<file path="config.mk">
export PLATFORM = sky130hd
export DESIGN_NAME = pc_seq_flat
export DESIGN_NICKNAME = d
export VERILOG_FILES = /design/src/rtl/pc_seq_pkg.sv /design/src/rtl/pc_seq_if.sv /design/src/rtl/pc_ret_stack.sv /design/src/rtl/pc_seq.sv /design/src/flat_wrapper.sv
export SDC_FILE = /design/constraint.sdc
export NUM_CORES = 1
export LEC_CHECK = 0
export ABC_AREA = 1
export CAP_MARGIN = 25
export CORE_MARGIN = 5
export CORE_UTILIZATION = 58
export CTS_BUF_LIST = sky130_fd_sc_hd__clkbuf_4
export DETAILED_ROUTE_END_ITERATION = 8
export PLACE_DENSITY = 0.83
export REMOVE_ABC_BUFFERS = 1
export SYNTH_ARGS = -nofsm -noshare
export SYNTH_HDL_FRONTEND = slang
export SYNTH_SLANG_ARGS = --single-unit
</file>
<file path="constraint.sdc">
create_clock -name clk -period 2.34 [get_ports clk]
set_input_delay 0.468 -clock clk [delete_from_list [all_inputs] [get_ports clk]]
set_output_delay 0.468 -clock clk [all_outputs]
set_load 0.05 [all_outputs]
</file>
<file path="src/rtl/pc_seq_pkg.sv">
// Shared opcode constants for the program-counter sequencer and its decoder.
package pc_seq_pkg;

   typedef enum logic [2:0] {
      OP_INC  = 3'b000,
      OP_BRC  = 3'b001,
      OP_JMP  = 3'b010,
      OP_CALL = 3'b011,
      OP_RET  = 3'b100,
      OP_HALT = 3'b101
   } op_t;

endpackage

</file>
<file path="src/rtl/pc_seq_if.sv">
// Decode-to-sequencer bus: control/operands in, PC and status flags out.
interface pc_seq_if #(
   parameter int PC_W  = 8,
   parameter int OFF_W = 4
);
   logic             clr;
   logic             stall;
   logic [2:0]       op;
   logic             cond;
   logic [OFF_W-1:0] offset;
   logic [PC_W-1:0]  target;
   logic [PC_W-1:0]  pc;
   logic             stk_empty;
   logic             stk_full;
   logic             ovf_err;
   logic             unf_err;
   logic             halted;

   modport master (
      output clr, stall, op, cond, offset, target,
      input  pc, stk_empty, stk_full, ovf_err, unf_err, halted
   );

   modport slave (
      input  clr, stall, op, cond, offset, target,
      output pc, stk_empty, stk_full, ovf_err, unf_err, halted
   );
endinterface

</file>
<file path="src/rtl/pc_ret_stack.sv">
// Return-address LIFO: pointer sp in 0..DEPTH, top of stack is entry sp-1.
module pc_ret_stack #(
   parameter int W     = 8,
   parameter int DEPTH = 4
) (
   input  logic         clk,
   input  logic         rst_n,
   input  logic         clr,
   input  logic         push,
   input  logic         pop,
   input  logic [W-1:0] din,
   output logic [W-1:0] dout,
   output logic         empty,
   output logic         full
);
   localparam int SP_W  = $clog2(DEPTH + 1);
   localparam int IDX_W = $clog2(DEPTH);
   localparam logic [SP_W-1:0] SP_ONE = SP_W'(1);
   localparam logic [SP_W-1:0] SP_MAX = SP_W'(DEPTH);

   logic [SP_W-1:0] sp;
   logic [SP_W-1:0] sp_m1;
   logic [W-1:0]    mem [DEPTH];
   logic            do_push;
   logic            do_pop;

   assign sp_m1   = sp - SP_ONE;
   assign empty   = (sp == '0);
   assign full    = (sp == SP_MAX);
   assign do_push = push && !full && !clr;
   assign do_pop  = pop && !empty && !clr;
   assign dout    = mem[sp_m1[IDX_W-1:0]];

   always_ff @(posedge clk or negedge rst_n) begin
      if (!rst_n)       sp <= '0;
      else if (clr)     sp <= '0;
      else if (do_push) sp <= sp + SP_ONE;
      else if (do_pop)  sp <= sp_m1;
   end

   // NOTE: the entry array has no reset; sp alone defines which entries are valid.
   always_ff @(posedge clk) begin
      if (do_push) mem[sp[IDX_W-1:0]] <= din;
   end
endmodule

</file>
<file path="src/rtl/pc_seq.sv">
// Program-counter sequencer: next-PC mux, relative/absolute branches, CALL/RET
// through a return stack, halt and sticky stack-error flags.
module pc_seq
   import pc_seq_pkg::*;
#(
   parameter int              PC_W      = 8,
   parameter int              OFF_W     = 4,
   parameter int              STK_DEPTH = 4,
   parameter logic [PC_W-1:0] RESET_VEC = '0
) (
   input  logic     clk,
   input  logic     rst_n,
   pc_seq_if.slave  bus
);
   logic [PC_W-1:0] pc_q;
   logic [PC_W-1:0] pc_inc;
   logic [PC_W-1:0] off_sext;
   logic [PC_W-1:0] pc_nxt;
   logic [PC_W-1:0] stk_dout;
   logic            stk_empty;
   logic            stk_full;
   logic            ovf_q, unf_q, halted_q;
   logic            go;
   logic            push, pop, ovf_set, unf_set, halt_set;

   assign go       = !bus.clr && !bus.stall && !halted_q;
   assign pc_inc   = pc_q + PC_W'(1);
   assign off_sext = PC_W'($signed(bus.offset));

   // NOTE: every output of this block gets a default first, so no latch is inferred.
   always_comb begin
      pc_nxt   = pc_inc;
      push     = 1'b0;
      pop      = 1'b0;
      ovf_set  = 1'b0;
      unf_set  = 1'b0;
      halt_set = 1'b0;
      case (op_t'(bus.op))
         OP_BRC:  if (bus.cond) pc_nxt = pc_q + off_sext;
         OP_JMP:  pc_nxt = bus.target;
         OP_CALL: begin
            if (stk_full) ovf_set = 1'b1;
            else begin
               push   = go;
               pc_nxt = bus.target;
            end
         end
         OP_RET: begin
            if (stk_empty) unf_set = 1'b1;
            else begin
               pop    = go;
               pc_nxt = stk_dout;
            end
         end
         OP_HALT: begin
            halt_set = 1'b1;
            pc_nxt   = pc_q;
         end
         default: ;
      endcase
   end

   // NOTE: sequential state uses non-blocking assignments only.
   always_ff @(posedge clk or negedge rst_n) begin
      if (!rst_n) begin
         pc_q     <= RESET_VEC;
         ovf_q    <= 1'b0;
         unf_q    <= 1'b0;
         halted_q <= 1'b0;
      end else if (bus.clr) begin
         pc_q     <= RESET_VEC;
         ovf_q    <= 1'b0;
         unf_q    <= 1'b0;
         halted_q <= 1'b0;
      end else if (go) begin
         pc_q     <= pc_nxt;
         ovf_q    <= ovf_q | ovf_set;
         unf_q    <= unf_q | unf_set;
         halted_q <= halt_set;
      end
   end

   pc_ret_stack #(.W(PC_W), .DEPTH(STK_DEPTH)) u_stack (
      .clk   (clk),
      .rst_n (rst_n),
      .clr   (bus.clr),
      .push  (push),
      .pop   (pop),
      .din   (pc_inc),
      .dout  (stk_dout),
      .empty (stk_empty),
      .full  (stk_full)
   );

   assign bus.pc        = pc_q;
   assign bus.stk_empty = stk_empty;
   assign bus.stk_full  = stk_full;
   assign bus.ovf_err   = ovf_q;
   assign bus.unf_err   = unf_q;
   assign bus.halted    = halted_q;
endmodule

</file>
<file path="src/flat_wrapper.sv">
// flat-port wrapper written by rule: the top's interface ports become plain ports
module pc_seq_flat import pc_seq_pkg::*;
#(
   parameter int              PC_W      = 8,
   parameter int              OFF_W     = 4,
   parameter int              STK_DEPTH = 4,
   parameter logic [PC_W-1:0] RESET_VEC = '0
)
  (clk, rst_n, bus_clr, bus_stall, bus_op, bus_cond, bus_offset, bus_target, bus_pc, bus_stk_empty, bus_stk_full, bus_ovf_err, bus_unf_err, bus_halted);
  pc_seq_if #(.PC_W(PC_W), .OFF_W(OFF_W)) bus_i ();
  input  logic clk;
  input  logic rst_n;
  input wire logic [$bits(bus_i.clr)-1:0] bus_clr;
  input wire logic [$bits(bus_i.stall)-1:0] bus_stall;
  input wire logic [$bits(bus_i.op)-1:0] bus_op;
  input wire logic [$bits(bus_i.cond)-1:0] bus_cond;
  input wire logic [$bits(bus_i.offset)-1:0] bus_offset;
  input wire logic [$bits(bus_i.target)-1:0] bus_target;
  output wire logic [$bits(bus_i.pc)-1:0] bus_pc;
  output wire logic [$bits(bus_i.stk_empty)-1:0] bus_stk_empty;
  output wire logic [$bits(bus_i.stk_full)-1:0] bus_stk_full;
  output wire logic [$bits(bus_i.ovf_err)-1:0] bus_ovf_err;
  output wire logic [$bits(bus_i.unf_err)-1:0] bus_unf_err;
  output wire logic [$bits(bus_i.halted)-1:0] bus_halted;
  assign bus_i.clr = bus_clr;
  assign bus_i.stall = bus_stall;
  assign bus_i.op = bus_op;
  assign bus_i.cond = bus_cond;
  assign bus_i.offset = bus_offset;
  assign bus_i.target = bus_target;
  assign bus_pc = bus_i.pc;
  assign bus_stk_empty = bus_i.stk_empty;
  assign bus_stk_full = bus_i.stk_full;
  assign bus_ovf_err = bus_i.ovf_err;
  assign bus_unf_err = bus_i.unf_err;
  assign bus_halted = bus_i.halted;
  pc_seq #(.PC_W(PC_W), .OFF_W(OFF_W), .STK_DEPTH(STK_DEPTH), .RESET_VEC(RESET_VEC)) u_core (.clk(clk), .rst_n(rst_n), .bus(bus_i));
endmodule
</file>
# Word level (Yosys, flattened, before mapping)
# Memory sizes are Yosys's and may differ from the RTL's.
# Index checks and enable logic that the tools add are counted.
dict set report totals {
  reg_bits 14
  ram_bits 32
  output_inout_bits 13
  wordCells 60
  memories 1
}
dict set report op_classes {
  addsub 4
  eq_ne 7
  n_mux 26
  n_bitwise 2
  reduce_logical 15
}
# memory depth word_bits read_ports rd_clocked_by_memory_dff write_ports line_no
set mem_list {}
lappend mem_list {u_core.u_stack.mem 4 8 1 0 1 pc_ret_stack.sv:23} ;# logic [W-1:0] mem [DEPTH];
# operator n
set ops {}
lappend ops {{8-bit 2-to-1 mux} 5}
lappend ops {{8-bit one-hot mux with 5 select lines} 1}
lappend ops {{1-bit 2-to-1 mux} 17}
lappend ops {{3-bit equality test, second input constant} 3}
lappend ops {{3-bit 2-to-1 mux} 3}
lappend ops {{8-bit by 1-bit adder with 8-bit output, second input constant} 1}
lappend ops {{8-bit adder} 1}
lappend ops {{3-bit by 2-bit equality test with 1-bit output, second input constant} 2}
lappend ops {{1-bit logical AND} 6}
lappend ops {{1-bit logical NOT} 5}
lappend ops {{3-bit by 1-bit adder with 3-bit output, second input constant} 1}
lappend ops {{3-bit by 1-bit equality test with 1-bit output, second input constant} 1}
lappend ops {{3-bit logical NOT} 1}
lappend ops {{3-bit nonzero test} 1}
lappend ops {{3-bit by 1-bit subtractor with 3-bit output, second input constant} 1}
lappend ops {{2-bit inequality test, second input constant} 1}
lappend ops {{1-bit bitwise OR} 2}
lappend ops {{2-bit AND reduction} 1}
lappend ops {{2-bit nonzero test} 1}

# Logic depth before layout (Yosys ltp)
dict set report logic_depth {
  word_depth 10
  mapped_depth 13
  ltp_nobuf 11
}

# By module
# Synthesis repeated with hierarchy kept, for this count alone.
dict set report unflattened {
  hier_cells 334
  area_unflattened_um2 2793.9
}
# module n_inst cells_per_inst area_per_inst_um2 seq_area_each_um2
set by_module_without_submodules {}
lappend by_module_without_submodules {pc_ret_stack 1 130 1527.7 1036.0}
lappend by_module_without_submodules {pc_seq 1 204 1266.2 275.3}

# Least setup slack after synthesis
# No wires, ideal clock.
dict set report synth_timing {
  kind {reg2reg}
  start {register u_core.u_stack.sp[0]}
  end {memory u_core.u_stack.mem[1][0], enable pin}
  arrival_ns 1.653
  required_ns 1.969
  path_slack_ns 0.316
  path_stages_with_launch 9
  path_buffers 2
  synth_period_minus_slack_ns 2.024
  cell_sequence {dfrtp_1 buf_4 inv_4 buf_4 ha_1 nand2_1 nand2_1 nand3b_4 nor2_1}
}
dict set report synth_via {
  elab_chain_len 7
  word_cells_on_any_way 8
  cone_classes {eq/ne: 1; mux: 4; reduce/logical: 3}
}
# element line_no
set synth_lines {}
lappend synth_lines {{start, declared} pc_ret_stack.sv:21} ;# logic [SP_W-1:0] sp;
lappend synth_lines {{start signal, assigned} pc_ret_stack.sv:37} ;# else if (do_push) sp <= sp + SP_ONE;
lappend synth_lines {{start signal, assigned} pc_ret_stack.sv:38} ;# else if (do_pop) sp <= sp_m1;
lappend synth_lines {{3-bit equality test} pc_ret_stack.sv:29} ;# assign full = (sp == SP_MAX);
lappend synth_lines {{1-bit 2-to-1 mux} pc_seq.sv:42} ;# if (stk_full) ovf_set = 1'b1;
lappend synth_lines {{1-bit 2-to-1 mux} pc_seq.sv:38} ;# case (op_t'(bus.op))
lappend synth_lines {{1-bit logical AND (2 in a row)} pc_ret_stack.sv:30} ;# assign do_push = push && !full && !clr;
lappend synth_lines {{1-bit 2-to-1 mux} pc_ret_stack.sv:43} ;# if (do_push) mem[sp[IDX_W-1:0]] <= din;
lappend synth_lines {{1-bit 2-to-1 mux (implied by the code)} pc_ret_stack.sv:43}
lappend synth_lines {{end, declared} pc_ret_stack.sv:23}
# Several ways; a longest one is shown, not always the timed one.

# Worst setup path after layout
dict set report layout_timing {
  start {register u_core.pc_q[1], in the netlist u_core.bus.pc[1]}
  end {output port bus_pc[1]}
}
# element line_no
set layout_lines {}
lappend layout_lines {{start, declared} pc_seq.sv:15} ;# logic [PC_W-1:0] pc_q;
lappend layout_lines {{start signal, assigned} pc_seq.sv:76} ;# pc_q <= pc_nxt;
lappend layout_lines {{end, declared} flat_wrapper.sv:19} ;# output wire logic [$bits(bus_i.pc)-1:0] bus_pc;
# No word-level cell between the ends.

==> flow_summary_export.csv <==
group,metric,value,unit
critical_path,slowest_stage,"clkdlybuf4s50_1",
cts,ctsHoldBuffers,0,
critical_path,critPathKind,"flop to output pin",
grt,grt_pass1_vias,2183,
routing,num_vias,2216,
critical_path,startpoint_type,"flop",
timing,drv_slew,0,
grt,gr-total-overflow,0,
grt,grt_usage,21.5,%
yosys,syn_avg_cell_area,8.40,um^2
critical_path,crit_required,1.87,ns
critical_path,rrSetupSlack,0.50,ns
routing,ant_nets,0,
timing,tns,0,ns
die,die_area,6100,um^2
routing,route.detailed.drc,0,
die,io_pins,33,
pwr,leakage,1.51,nW
die,die_x,78.1,um
yosys,syn_area,2690,um^2
die,rows,24,
cts,clock_latency,0.38,ns
critical_path,path_delay_family,"buffers and inverters",
timing,rsz0062_at_grt,"false",
grt,grt_pass1_wl,10.4,mm
final_layout,instances_no_fill,415,
final_layout,area_growth_syn_to_layout,19.2,%
cts,clockBufferDepth,2,
critical_path,cp_cell_sequence,"clkdlybuf4s50_1",
timing,final.setup_skew,0.0233,ns
placement,placed_cells,407,
cts,cts_htree_levels,2,
critical_path,arrival,1.75,ns
grt,antenna_found_initial,0,
final_layout,drive_gt1_share,8.82,%
cts,cts_resized,0,
timing,fmax,0.451,GHz
placement,place_hpwl,4.65,mm
critical_path,max_stage_delay,0.86,ns
routing,drt-vias-per-instance,5.34,
cts,numClockSinks,46,
timing,post-route-period-util,94.7,%
routing,drt-total-wl,6.15,mm
timing,tightest_slew,0.691,ns
placement,io_buffers,32,
routing,first_iter_violations,137,
die,die_y,78.1,um
pwr,peakVddDrop,0.000353,V
timing,hold_viol,0,
yosys,yosysSeqAreaShare,48.8,%
final_layout,nets,396,
critical_path,critPathCaptureType,"output pin",
grt,grt_max_degree,21,
critical_path,critPathBufInv,1,
pwr,power_density,578,nW/um^2
final_layout,layout_common_cells,"113 x nand2_1, 35 x inv_1, 32 x edfxtp_1",
cts,cts_tree,"done",
cts,clockRootBuffer,"clkbuf_4",
cts,clkTransAtPathRegs,0.15,ns
cts,cts_buffers,5,
cts,cts_setup_buffers,0,
outcome,status,"finished, final reports clean",
placement,place.gp.congestion,0.817,
routing,firstDrtPassIters,4,
yosys,yosysWarnings,0,
hold_path,min_path_type,"primary input to async pin",
die,start_util,60.9,%
final_layout,final_common_cell,"nand2_1",
yosys,synth_cell_types,30,
die,coreArea,4410,um^2
timing,max_slew_margin,53.8,%
critical_path,crit_fanout,6,
timing,period_minus_slack,2.22,ns
yosys,postSynthCellCount,320,
final_layout,n_antenna_cell,0,
routing,wire_per_inst,14.8,um
yosys,ys_ff_latch,46,
run,maxCapViolCount,0,
final_layout,nFillCells,341,
timing,setup_viol,0,
-- registers in the layout (all words and copies together) (netlist names) --
register,flops
u_core.bus.unf_err,1
u_core.u_stack.mem,32
u_core.bus.ovf_err,1
u_core.bus.halted,1
u_core.u_stack.sp,3
u_core.bus.pc,8
-- routing by layer --
layer  part of all wire, %  GRT usage, %  vias up
met5                     0             0        -
met4                   2.6          8.78        0
met3                   5.8          4.12       13
met2                    51          35.3       65
met1                    41          28.0     1010
li1                      -             -     1128
-- cell usage after synthesis, drive strengths merged --
master  count  share of area (%)
nand2     114                 16
inv        39                5.5
nand3      33                6.5
edfxtp     32                 36
nor2       27                4.4
a21oi      16                3.3
dfrtp      14                 13
ha         13                6.0
o21ai      11                2.0
buf         4               0.93
nand4       4                1.2
nand3b      3                1.3
xor2        3               0.98
nor3        2               0.79
xnor2       2               0.65
a22o        1               0.33
fa          1               0.74
o221ai      1               0.33
-- stage by stage --
step                      utilization (%)  setup WS [ns]  hold slack (ns)  power (mW)  instance area (um^2)
final                                72.6          0.124            0.484        1.85                  3200
after global routing                 72.6         0.0476            0.540        1.95                  3200
after CTS                            72.6          0.117            0.515        1.86                  3200
after detailed placement             70.7          0.176            0.506        1.37                  3120
after global placement               70.7          0.245            0.501        1.35                  3120
after floorplan                         -          0.223            0.172        1.20                  2660
-- final cells by class --
type	instances	area [um^2]	share of cell area (%)
tap	52	65.1	2.03
multi-input combinational	231	1200	37.6
timing repair buffer	39	393	12.3
sequential	46	1310	40.9
clock inverter	2	37.5	1.17
inverter	39	149	4.65
clock buffer	6	45.0	1.41
-- report_power, final --
| group | total [mW] | internal [mW] | leakage, nW | switching [mW] |
|---|---|---|---|---|
| Combinational | 0.433 | 0.161 | 0.984 | 0.272 |
| Clock | 0.504 | 0.237 | 0.0419 | 0.266 |
| Sequential | 0.916 | 0.893 | 0.486 | 0.0229 |
-- worst paths after layout --
kind                            depth (start not counted)                              to                             start
worst min-delay path                                    1    u_core.bus.pc[4]$_DFFE_PN0P_                             rst_n
min in group clk                                        1  u_core.bus.ovf_err$_DFFE_PN0P_    u_core.bus.ovf_err$_DFFE_PN0P_
worst min register to register                          1  u_core.bus.ovf_err$_DFFE_PN0P_    u_core.bus.ovf_err$_DFFE_PN0P_
worst max register to register                         10    u_core.bus.pc[5]$_DFFE_PN0P_  u_core.u_stack.sp[0]$_DFFE_PN0P_
max in group asynchronous                               1    u_core.bus.pc[5]$_DFFE_PN0P_                             rst_n
worst max-delay path                                    1                       bus_pc[1]      u_core.bus.pc[1]$_DFFE_PN0P_
-- cells by family (layout without fill, tap and decap cells) --
group	count (synthesis)	count (layout)	synth area share [%]
adder cells (fa/ha/maj)	14	14	6.79
flip-flops	46	46	48.8
XOR/XNOR	5	5	1.63
AO/OA/AOI/OAI	29	29	5.96
AND/OR/NAND/NOR	183	183	30.4
buffers and inverters	43	86	6.47
No activity file was read; power rests on OpenSTA's default activity.
